<file path="src/rtl/datapath2_pipe_if.sv">
// Instruction/result bus of datapath2_pipe.
//   slave  : the datapath (takes instructions, presents results, serves debug reads)
//   master : instruction source / result consumer
// Instruction side: i_valid/o_ready, i_ALUSrc, i_AddSub, i_WE, i_RA0, i_RA1, i_WA, i_Im
// Result side     : o_valid/i_ready, o_ALUout, o_Cout, o_Overflow, o_Zero, o_WA
// Debug           : i_dbg_addr -> o_dbg_data (combinational)
interface datapath2_pipe_if #(
   parameter int unsigned WIDTH = 32,
   parameter int unsigned NREGS = 32,
   parameter int unsigned IMM_W = 16
);
   localparam int unsigned AW = $clog2(NREGS);

   logic             i_valid;
   logic             o_ready;
   logic             i_ALUSrc;
   logic             i_AddSub;
   logic             i_WE;
   logic [AW-1:0]    i_RA0;
   logic [AW-1:0]    i_RA1;
   logic [AW-1:0]    i_WA;
   logic [IMM_W-1:0] i_Im;

   logic             o_valid;
   logic             i_ready;
   logic [WIDTH-1:0] o_ALUout;
   logic             o_Cout;
   logic             o_Overflow;
   logic             o_Zero;
   logic [AW-1:0]    o_WA;

   logic [AW-1:0]    i_dbg_addr;
   logic [WIDTH-1:0] o_dbg_data;

   modport slave (
      input  i_valid, i_ALUSrc, i_AddSub, i_WE, i_RA0, i_RA1, i_WA, i_Im,
      input  i_ready, i_dbg_addr,
      output o_ready, o_valid, o_ALUout, o_Cout, o_Overflow, o_Zero, o_WA, o_dbg_data
   );

   modport master (
      output i_valid, i_ALUSrc, i_AddSub, i_WE, i_RA0, i_RA1, i_WA, i_Im,
      output i_ready, i_dbg_addr,
      input  o_ready, o_valid, o_ALUout, o_Cout, o_Overflow, o_Zero, o_WA, o_dbg_data
   );
endinterface

</file>
<file path="src/rtl/datapath2_pipe.sv">
// Two-stage pipelined add/sub datapath over an NREGS x WIDTH register file.
// S1 holds read operands, S2 holds the result and flags presented on the output.
// The register file is written as an instruction moves S1 -> S2.
// Ports:
//   i_CLK   : clock, all state on rising edge
//   i_RST_N : asynchronous active-low reset
//   bus     : datapath2_pipe_if.slave (instruction, result and debug signals)
// Optional feature: define DP_FORWARD_EN to bypass the S1 result to dependent
// operands instead of stalling one cycle per dependency.
module datapath2_pipe #(
   parameter int unsigned WIDTH = 32,
   parameter int unsigned NREGS = 32,
   parameter int unsigned IMM_W = 16
) (
   input  logic            i_CLK,
   input  logic            i_RST_N,
   datapath2_pipe_if.slave bus
);
   localparam int unsigned AW = $clog2(NREGS);

   logic [WIDTH-1:0] regs_q [NREGS];

   logic             s1_valid_q, s1_valid_d;
   logic [WIDTH-1:0] s1_a_q, s1_a_d;
   logic [WIDTH-1:0] s1_b_q, s1_b_d;
   logic             s1_sub_q, s1_sub_d;
   logic             s1_we_q, s1_we_d;
   logic [AW-1:0]    s1_wa_q, s1_wa_d;

   logic             s2_valid_q, s2_valid_d;
   logic [WIDTH-1:0] s2_res_q, s2_res_d;
   logic             s2_cout_q, s2_cout_d;
   logic             s2_ovf_q, s2_ovf_d;
   logic             s2_zero_q, s2_zero_d;
   logic [AW-1:0]    s2_wa_q, s2_wa_d;

   logic             s2_load_c, s1_adv_c, accept_c, hazard_c, wr_en_c;
   logic             s1_pending_c, hit0_c, hit1_c;
   logic [WIDTH-1:0] imm_c, rd0_c, rd1_c, opa_c, opb_c;
   logic [WIDTH-1:0] b_eff_c, alu_res_c;
   logic             alu_cout_c, alu_ovf_c;

   // ALU: subtract as A + ~B + 1; overflow when equal-sign inputs give a different-sign sum
   assign b_eff_c = s1_sub_q ? ~s1_b_q : s1_b_q;
   assign {alu_cout_c, alu_res_c} = {1'b0, s1_a_q} + {1'b0, b_eff_c} + (WIDTH+1)'(s1_sub_q);
   assign alu_ovf_c = (s1_a_q[WIDTH-1] == b_eff_c[WIDTH-1]) && (alu_res_c[WIDTH-1] != s1_a_q[WIDTH-1]);

   // Handshake
   assign s2_load_c = !s2_valid_q || bus.i_ready;
   assign s1_adv_c  = s1_valid_q && s2_load_c;
   assign accept_c  = bus.i_valid && bus.o_ready;
   assign bus.o_ready = (!s1_valid_q || s1_adv_c) && !hazard_c;

   // Operand read; S1 result is not yet in the register file when a dependent is accepted
   assign s1_pending_c = s1_valid_q && s1_we_q && (s1_wa_q != '0);
   assign hit0_c = s1_pending_c && (bus.i_RA0 == s1_wa_q);
   assign hit1_c = s1_pending_c && (bus.i_RA1 == s1_wa_q);
   assign imm_c  = WIDTH'($signed(bus.i_Im));
   assign rd0_c  = regs_q[bus.i_RA0];
   assign rd1_c  = regs_q[bus.i_RA1];

`ifdef DP_FORWARD_EN
   assign hazard_c = 1'b0;
   assign opa_c    = hit0_c ? alu_res_c : rd0_c;
   assign opb_c    = bus.i_ALUSrc ? imm_c : (hit1_c ? alu_res_c : rd1_c);
`else
   assign hazard_c = hit0_c || (hit1_c && !bus.i_ALUSrc);
   assign opa_c    = rd0_c;
   assign opb_c    = bus.i_ALUSrc ? imm_c : rd1_c;
`endif

   // Pipeline next state
   always_comb begin
      s1_valid_d = s1_valid_q;
      s1_a_d     = s1_a_q;
      s1_b_d     = s1_b_q;
      s1_sub_d   = s1_sub_q;
      s1_we_d    = s1_we_q;
      s1_wa_d    = s1_wa_q;
      s2_valid_d = s2_valid_q;
      s2_res_d   = s2_res_q;
      s2_cout_d  = s2_cout_q;
      s2_ovf_d   = s2_ovf_q;
      s2_zero_d  = s2_zero_q;
      s2_wa_d    = s2_wa_q;
      wr_en_c    = 1'b0;
      if (s1_adv_c) begin
         s1_valid_d = 1'b0;
         s2_valid_d = 1'b1;
         s2_res_d   = alu_res_c;
         s2_cout_d  = alu_cout_c;
         s2_ovf_d   = alu_ovf_c;
         s2_zero_d  = (alu_res_c == '0);
         s2_wa_d    = s1_wa_q;
         wr_en_c    = s1_we_q && (s1_wa_q != '0);
      end else if (bus.i_ready) begin
         s2_valid_d = 1'b0;
      end
      if (accept_c) begin
         s1_valid_d = 1'b1;
         s1_a_d     = opa_c;
         s1_b_d     = opb_c;
         s1_sub_d   = bus.i_AddSub;
         s1_we_d    = bus.i_WE;
         s1_wa_d    = bus.i_WA;
      end
   end

   // Pipeline registers
   always_ff @(posedge i_CLK or negedge i_RST_N) begin
      if (!i_RST_N) begin
         s1_valid_q <= 1'b0;
         s1_a_q     <= '0;
         s1_b_q     <= '0;
         s1_sub_q   <= 1'b0;
         s1_we_q    <= 1'b0;
         s1_wa_q    <= '0;
         s2_valid_q <= 1'b0;
         s2_res_q   <= '0;
         s2_cout_q  <= 1'b0;
         s2_ovf_q   <= 1'b0;
         s2_zero_q  <= 1'b0;
         s2_wa_q    <= '0;
      end else begin
         s1_valid_q <= s1_valid_d;
         s1_a_q     <= s1_a_d;
         s1_b_q     <= s1_b_d;
         s1_sub_q   <= s1_sub_d;
         s1_we_q    <= s1_we_d;
         s1_wa_q    <= s1_wa_d;
         s2_valid_q <= s2_valid_d;
         s2_res_q   <= s2_res_d;
         s2_cout_q  <= s2_cout_d;
         s2_ovf_q   <= s2_ovf_d;
         s2_zero_q  <= s2_zero_d;
         s2_wa_q    <= s2_wa_d;
      end
   end

   // Register file; R0 is never written so it always reads 0
   always_ff @(posedge i_CLK or negedge i_RST_N) begin
      if (!i_RST_N) begin
         for (int i = 0; i < NREGS; i++) regs_q[i] <= '0;
      end else if (wr_en_c) begin
         regs_q[s1_wa_q] <= alu_res_c;
      end
   end

   assign bus.o_valid    = s2_valid_q;
   assign bus.o_ALUout   = s2_res_q;
   assign bus.o_Cout     = s2_cout_q;
   assign bus.o_Overflow = s2_ovf_q;
   assign bus.o_Zero     = s2_zero_q;
   assign bus.o_WA       = s2_wa_q;
   assign bus.o_dbg_data = regs_q[bus.i_dbg_addr];
endmodule

</file>
<file path="src/flat_wrapper.sv">
// flat-port wrapper written by rule: the top's interface ports become plain ports
module datapath2_pipe_flat 
#(
   parameter int unsigned WIDTH = 32,
   parameter int unsigned NREGS = 32,
   parameter int unsigned IMM_W = 16
)
  (i_CLK, i_RST_N, bus_i_valid, bus_i_ALUSrc, bus_i_AddSub, bus_i_WE, bus_i_RA0, bus_i_RA1, bus_i_WA, bus_i_Im, bus_i_ready, bus_i_dbg_addr, bus_o_ready, bus_o_valid, bus_o_ALUout, bus_o_Cout, bus_o_Overflow, bus_o_Zero, bus_o_WA, bus_o_dbg_data);
  datapath2_pipe_if #(.WIDTH(WIDTH), .NREGS(NREGS), .IMM_W(IMM_W)) bus_i ();
  input  logic i_CLK;
  input  logic i_RST_N;
  input wire logic [$bits(bus_i.i_valid)-1:0] bus_i_valid;
  input wire logic [$bits(bus_i.i_ALUSrc)-1:0] bus_i_ALUSrc;
  input wire logic [$bits(bus_i.i_AddSub)-1:0] bus_i_AddSub;
  input wire logic [$bits(bus_i.i_WE)-1:0] bus_i_WE;
  input wire logic [$bits(bus_i.i_RA0)-1:0] bus_i_RA0;
  input wire logic [$bits(bus_i.i_RA1)-1:0] bus_i_RA1;
  input wire logic [$bits(bus_i.i_WA)-1:0] bus_i_WA;
  input wire logic [$bits(bus_i.i_Im)-1:0] bus_i_Im;
  input wire logic [$bits(bus_i.i_ready)-1:0] bus_i_ready;
  input wire logic [$bits(bus_i.i_dbg_addr)-1:0] bus_i_dbg_addr;
  output wire logic [$bits(bus_i.o_ready)-1:0] bus_o_ready;
  output wire logic [$bits(bus_i.o_valid)-1:0] bus_o_valid;
  output wire logic [$bits(bus_i.o_ALUout)-1:0] bus_o_ALUout;
  output wire logic [$bits(bus_i.o_Cout)-1:0] bus_o_Cout;
  output wire logic [$bits(bus_i.o_Overflow)-1:0] bus_o_Overflow;
  output wire logic [$bits(bus_i.o_Zero)-1:0] bus_o_Zero;
  output wire logic [$bits(bus_i.o_WA)-1:0] bus_o_WA;
  output wire logic [$bits(bus_i.o_dbg_data)-1:0] bus_o_dbg_data;
  assign bus_i.i_valid = bus_i_valid;
  assign bus_i.i_ALUSrc = bus_i_ALUSrc;
  assign bus_i.i_AddSub = bus_i_AddSub;
  assign bus_i.i_WE = bus_i_WE;
  assign bus_i.i_RA0 = bus_i_RA0;
  assign bus_i.i_RA1 = bus_i_RA1;
  assign bus_i.i_WA = bus_i_WA;
  assign bus_i.i_Im = bus_i_Im;
  assign bus_i.i_ready = bus_i_ready;
  assign bus_i.i_dbg_addr = bus_i_dbg_addr;
  assign bus_o_ready = bus_i.o_ready;
  assign bus_o_valid = bus_i.o_valid;
  assign bus_o_ALUout = bus_i.o_ALUout;
  assign bus_o_Cout = bus_i.o_Cout;
  assign bus_o_Overflow = bus_i.o_Overflow;
  assign bus_o_Zero = bus_i.o_Zero;
  assign bus_o_WA = bus_i.o_WA;
  assign bus_o_dbg_data = bus_i.o_dbg_data;
  datapath2_pipe #(.WIDTH(WIDTH), .NREGS(NREGS), .IMM_W(IMM_W)) u_core (.i_CLK(i_CLK), .i_RST_N(i_RST_N), .bus(bus_i));
endmodule
</file>
<file path="config.mk">
export PLATFORM = sky130hd
export DESIGN_NAME = datapath2_pipe_flat
export DESIGN_NICKNAME = d
export VERILOG_FILES = /design/src/rtl/datapath2_pipe_if.sv /design/src/rtl/datapath2_pipe.sv /design/src/flat_wrapper.sv
export SDC_FILE = /design/constraint.sdc
export NUM_CORES = 2
export LEC_CHECK = 0
export CAP_MARGIN = 20
export CORE_UTILIZATION = 60
export CTS_BUF_LIST = sky130_fd_sc_hd__clkbuf_8
export DETAILED_ROUTE_END_ITERATION = 10
export GPL_ROUTABILITY_DRIVEN = 1
export PLACE_DENSITY = 0.77
export SKIP_CTS_REPAIR_TIMING = 1
export SLEW_MARGIN = 20
export SYNTH_ARGS = -nofsm -noshare
export SYNTH_HDL_FRONTEND = slang
export SYNTH_SLANG_ARGS = --single-unit
</file>
<file path="constraint.sdc">
create_clock -name i_CLK -period 5.7 [get_ports i_CLK]
set_clock_uncertainty 0.15 [all_clocks]
set_input_delay 1.14 -clock i_CLK [delete_from_list [all_inputs] [get_ports i_CLK]]
set_output_delay 1.14 -clock i_CLK [all_outputs]
set_load 0.02 [all_outputs]
</file>
==> results.sh <==
export IMPL_gr_total_overflow=0
export IMPL_ys_types=55
export IMPL_drc=0
export IMPL_nets=5345
export IMPL_vias_per_cell=7.31
export IMPL_root_buffer="clkbuf_8"
export IMPL_num_vias=50000
export IMPL_initial_core_util_pct=60.5
export IMPL_grt_setup_unrepaired="false"
export IMPL_place_congestion=0.924
export IMPL_dieHeight_um=333
export IMPL_core_area_um2=109000
export IMPL_synth_nets=5470
export IMPL_timing_critical_path_from_type="input pin"
export IMPL_status="complete, no violations"
export IMPL_leakage_uw=0.0306
export IMPL_synth_top_flop_cell="dfrtp_1"
export IMPL_ys_ff_latch=1137
export IMPL_io_buffers=116
export IMPL_tns_ns=0
export IMPL_endpoint_kind="primary output"
export IMPL_grt_max_degree=138
export IMPL_clk_latency_ns=0.90
export IMPL_post_route_min_period_ns=5.14
export IMPL_cp_max_fo=51
export IMPL_grt_use_total_pct=38.5
export IMPL_p_switching_uw=15200
export IMPL_area_growth_pct=10.6
export IMPL_netlist_area_um2=65900
export IMPL_slew_headroom_pct=18.8
export IMPL_max_cap_violations=0
export IMPL_p_comb_share_pct=40.5
export IMPL_yosys_area_top_type_share_pct=43.2
export IMPL_drive_gt1_share_pct=28.9
export IMPL_io_pins=117
export IMPL_tritoncts="done"
export IMPL_critical_path_class="input pin to primary output"
export IMPL_ys_seq_area_share_pct=43.2
export IMPL_grt_pass1_vias=50400
export IMPL_dieArea_um2=111000
export IMPL_clk_pin_slew_ns=0.06
export IMPL_die_x_um=333
export IMPL_firstDrtPassIters=6
export IMPL_yosysMostFrequentCell="nand2_1"
export IMPL_synthesis_instances=5392
export IMPL_drt_iter0_drc=6840
export IMPL_irDropWorstVdd_mv=0.390
export IMPL_hpwlAfterDp_um=124000
export IMPL_cts_sinks=1137
export IMPL_clock_path_buffers=3
export IMPL_clkPwrFrac_pct=20.5
export IMPL_drtAntennaViolNets=0
export IMPL_yosys_warnings=0
export IMPL_h_tree_depth=4
export IMPL_swShare_pct=39.9
export IMPL_antenna_found_initial=5
export IMPL_stdcell_area_um2=72900
export IMPL_tightest_slew_ns=1.22
export IMPL_finalSetupViolCount=0
export IMPL_yosys_top_cells_area="dfrtp_1 (43%), mux4_2 (33%), o21ai_0 (8.1%), nand2_1 (6.5%), clkbuf_1 (2.9%)"
export IMPL_cp_required_ns=4.41
export IMPL_pwr_share_seq_pct=39.0
export IMPL_grt_first_pass_wirelength_um=315000
export IMPL_placed_area_um2=68700
export IMPL_routedWlPerCell_um=30.4
export IMPL_synth_top_cell_by_area="dfrtp_1"
export IMPL_synth_common_cells="nand2_1 (1141), dfrtp_1 (1137), o21ai_0 (1064)"
export IMPL_post_route_period_util_pct=90.2
export IMPL_finalWirelength_um=208000
export IMPL_syn_avg_cell_area_um2=12.2
export IMPL_hp_class="input pin to asynchronous set/reset pin"
export IMPL_final_hold_violation_count=0
export IMPL_rows=121
export IMPL_cts_made_buffers=185
export IMPL_internal_power_uw=22900
export IMPL_slew_violations=0
export IMPL_max_freq_mhz=194
export IMPL_crit_arrival_ns=3.85
export IMPL_synth_async_sr_flop_share_pct=100
export IMPL_synth_edff_count=0
export IMPL_power_density_nw_per_um2=524
-- layer usage --
| metal | global-route usage, % | wire length [µm] | up-vias |
|---|---|---|---|
| met5 | 0.825 | 262 | - |
| met4 | 21.8 | 13000 | 6 |
| met3 | 13.6 | 30500 | 894 |
| met2 | 55.5 | 91900 | 4031 |
| met1 | 51.3 | 72100 | 25000 |
| li1 | - | - | 20000 |
-- critical path, cell delays in order --
cell and delay, ns:
buf_8 0.28, buf_12 0.40, mux4_2 0.58, mux4_2 0.49, mux2_2 0.32, clkdlybuf4s50_1 0.57
-- cells by family (layout without fill, tap and decap cells) --
group	Yosys count	count (layout)	share of synthesized area [%]
xor+xnor	68	68	0.904
fa+ha+maj	35	35	0.676
buf+inv	608	634	3.47
compound gates	1219	1219	9.72
other cells	0	4	0
mux	1068	1068	34.6
flops	1137	1137	43.2
simple gates	1257	1257	7.45
-- power by group through the flow --
stage                     registers [µW]  clock network (µW)  logic (µW)
after floorplan                    13700                   0       10800
after global placement             14500                   0       14600
after detailed placement           14800                   0       15200
after CTS                          14700                7870       15200
after global routing               15200                8210       16600
final                              14900                7830       15500
-- final cells by class --
cell class / instances / area (µm²)
diodes: 4 / 10.0
clock buffers: 230 / 3170
clock inverters: 108 / 911
fillers: 7427 / 36000
inverters: 15 / 56.3
multi-input cells: 3647 / 35600
flip-flops and latches: 1137 / 28500
well taps: 1414 / 1770
repair buffers: 281 / 2840
-- cell usage in the layout (no fill, tap or decap), types with 14 or more instances in the layout --
master / Yosys / final
o21ai_0: 1064 / 1064
clkinv_2: 0 / 35
mux2i_1: 47 / 47
nand2_1: 1141 / 1108
inv_1: 15 / 58
a21oi_1: 50 / 50
clkdlybuf4s50_1: 0 / 99
o31ai_1: 36 / 36
bufinv_16: 0 / 14
nand2_4: 0 / 29
a211oi_1: 26 / 25
buf_12: 0 / 34
xor2_1: 48 / 36
dfrtp_1: 1137 / 1136
mux4_2: 960 / 960
nor2_1: 34 / 34
xnor2_2: 0 / 14
mux2_2: 59 / 59
buf_4: 0 / 136
nor2b_1: 23 / 22
clkbuf_8: 0 / 230
ha_1: 34 / 34
-- final timing paths --
check	startpoint	endpoint	slack (ns)	depth (start not counted)
max	bus_i_dbg_addr[0]	bus_o_dbg_data[1]	0.56	6
min	i_RST_N	u_core.regs_q[1007]$_DFFE_PN0P_	0.16	1
max reg2reg	u_core.s1_sub_q$_DFFE_PN0P_	u_core.bus.o_Zero$_DFFE_PN0P_	0.66	13
min reg2reg	u_core.regs_q[1018]$_DFFE_PN0P_	u_core.regs_q[1018]$_DFFE_PN0P_	0.27	0
max in group asynchronous	i_RST_N	u_core.regs_q[795]$_DFFE_PN0P_	3.89	2
min in group i_CLK	u_core.regs_q[1018]$_DFFE_PN0P_	u_core.regs_q[1018]$_DFFE_PN0P_	0.27	0
-- registers in the layout, summed over array words and instances (netlist names) --
| name | flops |
|---|---|
| u_core.bus.o_Zero | 1 |
| u_core.s1_valid_q | 1 |
| u_core.s1_sub_q | 1 |
| u_core.bus.o_ALUout | 32 |
| u_core.bus.o_valid | 1 |
| u_core.bus.o_WA | 5 |
| u_core.s1_b_q | 32 |
| u_core.s1_wa_q | 5 |
| u_core.s1_a_q | 32 |
| u_core.bus.o_Overflow | 1 |
| u_core.regs_q | 1024 |
| u_core.bus.o_Cout | 1 |
| u_core.s1_we_q | 1 |
-- stage by stage --
| step | hold WS (ns) | setup WS (ns) | instances | utilization, % | power [µW] |
|---|---|---|---|---|---|
| after floorplan | 0.306 | 0.805 | 5392 | - | 24500 |
| after global placement | 0.245 | 0.598 | 6494 | 63.1 | 29200 |
| after detailed placement | 0.254 | 0.559 | 6494 | 63.1 | 29900 |
| after CTS | 0.162 | 0.548 | 6832 | 66.9 | 37800 |
| after global routing | 0.214 | 0.467 | 6834 | 66.9 | 40100 |
| final | 0.164 | 0.556 | 6836 | 66.9 | 38200 |
Note: power is estimated with default switching activity, not from simulation.
